==> config.mk <==
export PLATFORM = sky130hd
export DESIGN_NAME = spi_target
export DESIGN_NICKNAME = d
export VERILOG_FILES = /design/src/rtl/spi_target_pkg.sv /design/src/rtl/spi_target_fifo.sv /design/src/rtl/spi_target.sv
export SDC_FILE = /design/constraint.sdc
export NUM_CORES = 1
export LEC_CHECK = 0
export CAP_MARGIN = 20
export CORE_MARGIN = 3
export CORE_UTILIZATION = 28
export DETAILED_ROUTE_END_ITERATION = 10
export PLACE_DENSITY = 0.45
export SYNTH_ARGS = -nofsm -noshare
export SYNTH_HDL_FRONTEND = slang
export SYNTH_SLANG_ARGS = --single-unit
export TNS_END_PERCENT = 1
==> constraint.sdc <==
create_clock -name clk -period 2.5 [get_ports clk]
set_input_delay 0.5 -clock clk [delete_from_list [all_inputs] [get_ports clk]]
set_output_delay 0.5 -clock clk [all_outputs]
set_load 0.02 [all_outputs]
==> src/rtl/spi_target_pkg.sv <==
// spi_target_pkg: register map, status bit positions and reset mode shared by the SPI target.
package spi_target_pkg;
   localparam logic [7:0] A_STATUS = 8'h00;
   localparam logic [7:0] A_RXDATA = 8'h04;
   localparam logic [7:0] A_TXDATA = 8'h08;
   localparam logic [7:0] A_MODE   = 8'h0C;
   localparam logic [7:0] A_CTRL   = 8'h10;
   localparam int ST_EMPTY = 0;
   localparam int ST_FULL  = 1;
   localparam int ST_OVF   = 2;
   localparam int ST_TXP   = 3;
   localparam int ST_CNT   = 4;
   typedef struct packed {
      logic cpol;
      logic cpha;
   } mode_t;
   localparam mode_t RST_MODE = '{cpol: 1'b1, cpha: 1'b1};
endpackage

==> src/rtl/spi_target_fifo.sv <==
// spi_target_fifo: synchronous FIFO for received SPI entries with flush and fill count.
module spi_target_fifo #(
   parameter int DEPTH = 8,
   parameter int W = 9
) (
   input  logic                   clk,
   input  logic                   resetn,
   input  logic                   push,
   input  logic                   pop,
   input  logic                   flush,
   input  logic [W-1:0]           wdat,
   output logic [W-1:0]           rdat,
   output logic                   empty,
   output logic                   full,
   output logic [$clog2(DEPTH):0] count
);
   localparam int AW = $clog2(DEPTH);
   localparam logic [AW:0] FULL_CNT = DEPTH[AW:0];
   logic [W-1:0] mem [DEPTH];
   logic [AW-1:0] wp, rp;
   logic do_push, do_pop;
   assign empty = count == '0;
   assign full = count == FULL_CNT;
   assign do_pop = pop & ~empty;
   // a pop frees the slot the same cycle, so a full FIFO still accepts the push
   assign do_push = push & (~full | do_pop);
   assign rdat = mem[rp];
   always_ff @(posedge clk) begin
      if (do_push) mem[wp] <= wdat;
   end
   always_ff @(posedge clk) begin
      if (!resetn || flush) begin
         wp <= '0;
         rp <= '0;
         count <= '0;
      end else begin
         if (do_push) wp <= wp + 1'b1;
         if (do_pop) rp <= rp + 1'b1;
         count <= count + (AW+1)'(do_push) - (AW+1)'(do_pop);
      end
   end
endmodule

==> src/rtl/spi_target.sv <==
// spi_target: SPI target with synchronized pin sampling, a 9-bit RX FIFO,
// a TX shadow register and a request/done register bus.
module spi_target
   import spi_target_pkg::*;
#(
   parameter int FIFO_DEPTH = 8
) (
   input  logic        clk,
   input  logic        resetn,
   input  logic        ctrl_wr,
   input  logic        ctrl_rd,
   input  logic [7:0]  ctrl_addr,
   input  logic [31:0] ctrl_wdat,
   output logic [31:0] ctrl_rdat,
   output logic        ctrl_done,
   input  logic        spi_sclk,
   input  logic        spi_mosi,
   input  logic        spi_cs_n,
   input  logic        spi_dc,
   output logic        spi_miso,
   output logic        spi_miso_oe
);
   localparam int CW = $clog2(FIFO_DEPTH) + 1;
   logic [2:0] sclk_p, cs_p;
   logic [1:0] mosi_p, dc_p, settle;
   logic armed;
   mode_t mode_q, act, m;
   logic cs_low, cs_fall, rise, fall, lead, trail, smp, shf, wrap, load;
   logic [2:0] bit_cnt;
   logic [6:0] rx_sh;
   logic [7:0] tx_sh, tx_data, tx_val;
   logic tx_pending, overflow;
   logic req, wr, rd, pop, flush, ovf_set, empty, full, unused_wdat;
   logic [8:0] head;
   logic [CW-1:0] rx_count;
   logic [31:0] status, rdat_nxt;

   // cs_n held low across reset must not resume a byte: wait to see it high first
   assign cs_low = ~cs_p[1] & armed;
   assign cs_fall = cs_low & cs_p[2];
   assign m = cs_fall ? mode_q : act;
   assign rise = sclk_p[1] & ~sclk_p[2];
   assign fall = ~sclk_p[1] & sclk_p[2];
   assign lead = m.cpol ? fall : rise;
   assign trail = m.cpol ? rise : fall;
   assign smp = cs_low & (m.cpha ? trail : lead);
   // with cpha=0 the trailing edge after the last sample belongs to the next byte's MSB
   assign shf = cs_low & (m.cpha ? lead : trail) & (m.cpha | (bit_cnt != 3'd0));
   assign wrap = smp & (bit_cnt == 3'd7);
   assign load = cs_fall | wrap;
   assign tx_val = tx_pending ? tx_data : 8'hFF;
   assign spi_miso_oe = ~cs_p[1];

   assign req = (ctrl_wr | ctrl_rd) & ~ctrl_done;
   assign wr = req & ctrl_wr;
   assign rd = req & ctrl_rd;
   assign pop = rd & (ctrl_addr == A_RXDATA) & ~empty;
   assign flush = wr & (ctrl_addr == A_CTRL) & ctrl_wdat[1];
   assign ovf_set = wrap & full & ~pop & ~flush;
   assign unused_wdat = ^ctrl_wdat[31:8];

   spi_target_fifo #(.DEPTH(FIFO_DEPTH), .W(9)) u_fifo (
      .clk    (clk),
      .resetn (resetn),
      .push   (wrap),
      .pop    (pop),
      .flush  (flush),
      .wdat   ({dc_p[1], rx_sh, mosi_p[1]}),
      .rdat   (head),
      .empty  (empty),
      .full   (full),
      .count  (rx_count)
   );

   always_comb begin
      status = '0;
      status[ST_EMPTY] = empty;
      status[ST_FULL] = full;
      status[ST_OVF] = overflow;
      status[ST_TXP] = tx_pending;
      status[ST_CNT +: 5] = 5'(rx_count);
      rdat_nxt = '0;
      if (rd)
         rdat_nxt = ctrl_addr == A_STATUS ? status :
                    ctrl_addr == A_RXDATA ? {23'b0, empty ? 9'h0 : head} :
                    ctrl_addr == A_TXDATA ? {24'b0, tx_data} :
                    ctrl_addr == A_MODE   ? {30'b0, mode_q} : '0;
   end

   always_ff @(posedge clk) begin
      if (!resetn) begin
         sclk_p <= {3{RST_MODE.cpol}};
         cs_p <= 3'b111;
         mosi_p <= '0;
         dc_p <= '0;
         settle <= '0;
         armed <= 1'b0;
         act <= RST_MODE;
         bit_cnt <= '0;
         rx_sh <= '0;
         tx_sh <= 8'hFF;
         spi_miso <= 1'b1;
      end else begin
         sclk_p <= {sclk_p[1:0], spi_sclk};
         cs_p <= {cs_p[1:0], spi_cs_n};
         mosi_p <= {mosi_p[0], spi_mosi};
         dc_p <= {dc_p[0], spi_dc};
         settle <= {settle[0], 1'b1};
         armed <= armed | (settle[1] & cs_p[1]);
         if (cs_fall) act <= mode_q;
         if (!cs_low) bit_cnt <= '0;
         else if (smp) begin
            bit_cnt <= bit_cnt + 3'd1;
            rx_sh <= {rx_sh[5:0], mosi_p[1]};
         end
         if (load) begin
            tx_sh <= m.cpha ? tx_val : {tx_val[6:0], 1'b1};
            if (!m.cpha) spi_miso <= tx_val[7];
         end else if (shf) begin
            spi_miso <= tx_sh[7];
            tx_sh <= {tx_sh[6:0], 1'b1};
         end
      end
   end

   always_ff @(posedge clk) begin
      if (!resetn) begin
         ctrl_done <= 1'b0;
         ctrl_rdat <= '0;
         tx_data <= '0;
         tx_pending <= 1'b0;
         mode_q <= RST_MODE;
         overflow <= 1'b0;
      end else begin
         ctrl_done <= req;
         ctrl_rdat <= rdat_nxt;
         if (load) tx_pending <= 1'b0;
         if (wr && ctrl_addr == A_TXDATA) begin
            tx_data <= ctrl_wdat[7:0];
            tx_pending <= 1'b1;
         end
         if (wr && ctrl_addr == A_MODE) mode_q <= mode_t'(ctrl_wdat[1:0]);
         if (ovf_set) overflow <= 1'b1;
         if (wr && ctrl_addr == A_CTRL && ctrl_wdat[0]) overflow <= 1'b0;
      end
   end
endmodule
==> run metrics, run 1 <==
status=complete, no violations; # rows=53; share of flip-flops with an asynchronous set or reset=0; Critical R2R Launch=u_fifo.count[2]; Antenna Violating Nets Remaining=0; GRT overflow=0; Port Buffers=35; synthesized area per cell=approximately 13 um^2; drt drc=0; # hold bufs at CTS=0; Inst Count DP=approximately 810; hold path depth=1; CP startpoint kind=input port; CTS Sinks=~140; vias in the first global route=approximately 3,800; Core ar.=approximately 21,000 um^2; Worst Setup End Kind=flip-flop; GRT Util Overall=0.1167; placed cell areas=just under 7000 um^2; Crit path arrival time=~2.5 ns; power density cells=669.0 nW/um^2; share of layout cells above drive strength 1=0.2343; ys flop type=edfxtp_1; Final Cell Area=about 7600 um^2; leading area contributor after synthesis=edfxtp_1; first-pass GRT wire length=21,070 um; initial antenna violation count=0; final WL=roughly 14,000 um; Final TNS setup=0 ns; Slowest cell on crit path=clkdlybuf4s50_1; fin cells=about 850; Antenna Cells=0; largest net degree at the start of global routing=20; worst-case reg-to-reg path depth=10; die width=153.0 um; Area contributors post-synth=edfxtp_1 36%, dfxtp_1 23%, mux2i_1 6.9%, mux4_2 6.7%, buf_4 3.2%; Worst-Skew Late Latency=0.42 ns; nets@finish=between 600 and 700; clock slew at reported path FFs=roughly 0.060 ns; CP max stage delay=roughly 0.57 ns; via density per instance=roughly 4.5; TritonCTS buffer count=17; Final Hold Fails=0; Critical Path Fanout Max=5; post-synth top area share=0.3573; crit path launch=ctrl_addr[2]; Area growth, synth to finish=25.83%; multi-input logic area=roughly 2300 um^2; hold path endpoint=sclk_p[1]; max_slew headroom=0.5495; Leakage=2.743 nW; die area=23,410 um^2; Seq/Total Area, Yosys=0.5856; number of H-tree levels=4; library cells used by synthesis=between 50 and 60; Top delay family on crit path=buffers and inverters; vias post-DR=~3,800; Syn. warnings=0; final setup vio count=0; total power=just over 5 mW; routed len/inst=about 16 um; Die H=about 150 um; Worst-Margin Slew=roughly 0.67 ns; worst path cell trace=clkdlybuf4s50_1, nand3_1, o31a_1, nor3_4, buf_4, nand3b_1, buf_4, nor3_4, buf_6; hold path startpoint=sclk_p[0]; Initial Util=0.2860; TritonCTS clock tree=built; mapped cell area=6051 um^2; Post-synth EDFFs=72; # fillers=2,068; commonest non-fill, non-tap cell in the layout=edfxtp_1; Buf/Inv on CP=4; Initial DRC Count=roughly 140; worst-case clock buffer depth=2; DP HPWL=~9400 um; Max Freq=roughly 420 MHz; CP required=2.63 ns; io pins=83; Post-Synthesis Cells=472; Reg2Reg Setup Slack=0.12 ns; Final Max Tran Viols=0; fin util=0.3599; worst flop-to-flop path endpoint=u_fifo.mem[4][3]; max cap viols=0; flops & latches, synth=roughly 140; register area=between 3000 and 4000 um^2; Fin Clk Skew=between 0.01 and 0.015 ns; Peak VDD IR=~0.32 mV; Clock Tree Root=clkbuf_16; GPL Wtd Cong=0.7830; most frequent cells in the layout=72 x edfxtp_1, 66 x dfxtp_1, 50 x buf_4; Initial DRT Pass Iterations=4; Hold WC Path Type=flip-flop to flip-flop; min cycle time layout=about 2.4 ns; critical path type=input port to flip-flop; Final period util=0.9559
[cell usage after synthesis (all sizes together) (3+ instances only)]
library cell,instances
edfxtp,72
dfxtp,69
mux2i,42
nor2,42
buf,37
inv,24
mux4,18
nand2,17
a21oi,16
and2,12
nor3,12
o22ai,12
ha,11
nor2b,9
o21ai,9
clkbuf,7
nand2b,7
a211oi,5
nand3,5
nand4,5
mux2,4
o211ai,4
xnor2,4
xor2,3
[routing by layer]
metal  wire length (um)  GRT usage
met1               6353     0.1501
met2               6691     0.1928
met3                488    0.03539
met4                 59    0.03055
met5                  0          0
[area by class of cell]
cell class / count / share of cell area
repair buffers: 90 / 0.1019
clock buffers: 17 / 0.05588
flip-flops and latches: 141 / 0.4659
clock inverters: 15 / 0.02186
inverters: 24 / 0.01183
well taps: 275 / 0.04519
multi-input cells: 285 / 0.2975
[worst max-delay path by stage]
stage                            end  slack (ns)  cells after the start
finish              u_fifo.mem[4][3]        0.11                      9
global route        u_fifo.mem[4][3]      -0.005                     10
CTS                 u_fifo.mem[4][3]        0.01                      9
detailed placement  u_fifo.mem[1][6]       -0.61                      9
global placement    u_fifo.mem[1][6]       -0.61                      9
floorplan           u_fifo.mem[2][0]       -0.15                      6
[power by group]
part | switching [mW] | internal [mW]
clock network | 1.08 | 1.42
logic | 0.0961 | 0.0658
registers | 0.00851 | 2.42
[registers in the layout, indices dropped and copies added, names as in the netlist, 2 cells and up, named ones only]
| name | cells |
|---|---|
| u_fifo.wp | 3 |
| dc_p | 2 |
| settle | 2 |
| cs_p | 3 |
| mosi_p | 2 |
| u_fifo.count | 4 |
| sclk_p | 3 |
| ctrl_rdat | 9 |
| tx_sh | 8 |
| bit_cnt | 3 |
| tx_data | 8 |
| u_fifo.rp | 3 |
| act | 2 |
| mode_q | 2 |
| rx_sh | 7 |
| u_fifo.mem | 72 |
[what timing repair did]
action / 4_1_cts / 5_1_grt
gates cloned: 1 / 2
setup endpoints to repair: 75 / 74
pin swaps: 7 / 10
gates resized for setup: 17 / 18
buffers inserted: 3 / 3
[metrics by stage]
step	hold slack (ns)	setup WS [ns]
after floorplan	0.3863	-0.1456
after global placement	0.3883	-0.6090
after detailed placement	0.3968	-0.6081
after CTS	0.4129	0.01083
after global routing	0.4373	-0.005019
final	0.4071	0.1103
[cells by family (layout without fill, tap and decap cells)]
kind of cell,after synthesis,in the layout,synth area share
flip-flops,141,141,0.5856
AND/OR/NAND/NOR,117,117,0.1013
buffers and inverters,68,146,0.06348
multiplexers,64,64,0.1445
AO/OA/AOI/OAI,62,62,0.06824
adder cells (fa/ha/maj),12,12,0.02605
XOR/XNOR,7,7,0.01013
other,1,23,0.0006198
Note: power is estimated with default switching activity, not from simulation.
==> run 2: changes to the inputs <==
--- a/config.mk
+++ b/config.mk
@@ -9,7 +9,6 @@
 export CORE_MARGIN = 3
 export CORE_UTILIZATION = 28
 export DETAILED_ROUTE_END_ITERATION = 10
-export PLACE_DENSITY = 0.45
 export SYNTH_ARGS = -nofsm -noshare
 export SYNTH_HDL_FRONTEND = slang
 export SYNTH_SLANG_ARGS = --single-unit
==> run 2 against run 1 <==
Worst hold slack better by 0.0068 ns. Routed wire length is 4.3% lower. Worst setup slack worse by 0.054 ns. Clock skew is 0.0052 ns lower.
==> run metrics, run 2 (synthesis results as in run 1) <==
max reg flops=72 (unchanged); Worst-Margin Slew=0.5960 ns (-0.07874 ns); drt drc=0 (unchanged); CP startpoint kind=input port; grt met1 use=0.1411 (-0.009050); via density per instance=4.567 (+1.9%); Hold Slack=0.4138 ns (+0.006767 ns); Antenna Cells=0 (unchanged); nets@finish=604 (-2.4%); DP HPWL=8974 um (-4.9%); fin util=0.3567 (-0.003253); Final Max Tran Viols=0 (unchanged); met2 track demand over resource=0.1840 (-0.008851); Crit path arrival time=2.58 ns (+0.06 ns); Top reg by flops=u_fifo.mem; max_slew headroom=0.6021 (+0.05257); routed len/inst=15.63 um (-2.6%); die area=23,410 um^2 (unchanged); most frequent cells in the layout=72 x edfxtp_1, 68 x dfxtp_1, 42 x mux2i_1; GRT Util Overall=0.1118 (-0.004932); power density cells=676.6 nW/um^2 (+1.1%); Hold WC Path Type=flip-flop to flip-flop; Critical Path Fanout Max=5 (unchanged); Worst Setup End Kind=flip-flop; final WL=13,000 um (-4.3%); Antenna Violating Nets Remaining=0 (unchanged); max cap viols=0 (unchanged); worst-case clock buffer depth=2 (unchanged); hold path startpoint=sclk_p[0]; min cycle time layout=2.444 ns (+0.05408 ns); busiest grt layer=met2; share of layout cells above drive strength 1=0.2047 (-0.02960); first-pass GRT wire length=20,520 um (-2.6%); Die H=153.0 um (unchanged); vias in the first global route=3,781 (-0.32%); Max Freq=409.2 MHz (-2.2%); Fin Clk Skew=0.006925 ns (-0.005166 ns); Port Buffers=35 (unchanged); largest net degree at the start of global routing=21 (+5.0%); final setup vio count=0 (unchanged); Initial DRT Pass Iterations=4 (unchanged); met3 usage=0.03341 (-0.001982); GPL Wtd Cong=0.8161 (+4.2%); dpl ws=-0.6206 ns (-0.01245 ns); status=complete, no violations; Peak VDD IR=0.3785 mV (+17%); CTS Sinks=141 (unchanged); vias post-DR=3,800 (+0.079%); TritonCTS clock tree=built; clock slew at reported path FFs=0.06 ns (about the same); Clock Tree Root=clkbuf_16; critical path type=input port to flip-flop; CP required=2.63 ns (about the same); post-route setup slack=0.05618 ns (-0.05408 ns); io pins=83 (unchanged); Final period util=0.9775 (+0.02163); Core ar.=21,150 um^2 (unchanged); TritonCTS buffer count=17 (unchanged); die width=153.0 um (unchanged); commonest non-fill, non-tap cell in the layout=edfxtp_1; crit path launch=ctrl_addr[1]; Regs by FF count=u_fifo.mem (72), ctrl_rdat (9); # rows=53 (unchanged); # hold bufs at CTS=0 (unchanged); Leakage=2.714 nW (-1.1%); number of H-tree levels=4 (unchanged); Critical R2R Launch=u_fifo.count[2]; Initial DRC Count=239 (+73%); GRT overflow=0 (unchanged); Worst-Skew Late Latency=0.42 ns (about the same); Initial Util=0.2860 (unchanged); Final Hold Fails=0 (unchanged); # fillers=2,016 (-2.5%); initial antenna violation count=0 (unchanged); Area growth, synth to finish=24.69%
==> run 2: report_power, final <==
group	internal (mW)	total (mW)	leakage, nW	switching, mW
Clock	1.58	2.51	0.287	0.935
Combinational	0.0652	0.162	1.23	0.0963
Sequential	2.42	2.43	1.20	0.00953
==> run 2: timing repair <==
item,in CTS,in global routing
pin swaps,2,4
setup buffers,0,2
endpoints found under the setup margin,19,76
resized for setup,4,21
cloned,0,2
==> run 2: worst paths after layout <==
| kind | to | cells past startpoint | slack [ns] |
|---|---|---|---|
| worst max-delay path | u_fifo.mem[1][4] | 9 | 0.06 |
| worst min-delay path | sclk_p[1] | 1 | 0.41 |
| worst max register to register | u_fifo.mem[1][4] | 9 | 0.10 |
| worst min register to register | sclk_p[1] | 1 | 0.41 |
==> run 2: critical path, stage by stage <==
cell and delay [ns]:
clkdlybuf4s50_1 0.47, nor2_4 0.17, nand3_2 0.09, o31a_1 0.33, nor3_4 0.23, nand3b_1 0.18
buf_6 0.18, nor3_4 0.24, buf_6 0.17
==> run 2: final cells by class <==
| class | instances | area (um^2) | area share |
|---|---|---|---|
| sequential | 141 | 3545 | 0.4698 |
| multi-input combinational | 285 | 2273 | 0.3013 |
| timing repair buffer | 75 | 695.7 | 0.09221 |
| clock buffer | 22 | 485.5 | 0.06434 |
| inverter | 24 | 90.09 | 0.01194 |
| clock inverter | 10 | 111.4 | 0.01476 |
| tap | 275 | 344.1 | 0.04561 |
==> run 2: routing by layer <==
layer / share of wire / vias up
li1: - / 1809
met1: 0.46 / 1877
met2: 0.49 / 101
met3: 0.044 / 13
met4: 0.010 / 0
met5: 0 / -
==> run 2: per-stage QoR <==
stage / std cells / instance area (um^2) / setup TNS, ns / power, mW
floorplan: 494 / 6133 / -7.767 / 2.590
global placement: 796 / 6817 / -27.88 / 2.636
detailed placement: 796 / 6817 / -32.61 / 2.638
CTS: 828 / 7438 / -0.005929 / 5.148
global route: 832 / 7545 / -0.06873 / 5.265
finish: 832 / 7545 / 0 / 5.105
==> run 3: changes to the inputs <==
--- a/config.mk
+++ b/config.mk
@@ -5,6 +5,7 @@
 export SDC_FILE = /design/constraint.sdc
 export NUM_CORES = 1
 export LEC_CHECK = 0
+export ABC_CLOCK_PERIOD_IN_PS = 2500
 export CAP_MARGIN = 20
 export CORE_MARGIN = 3
 export CORE_UTILIZATION = 28
==> results of run 3 <==
No change in the layout: final DEF, timing and power equal those of run 2.
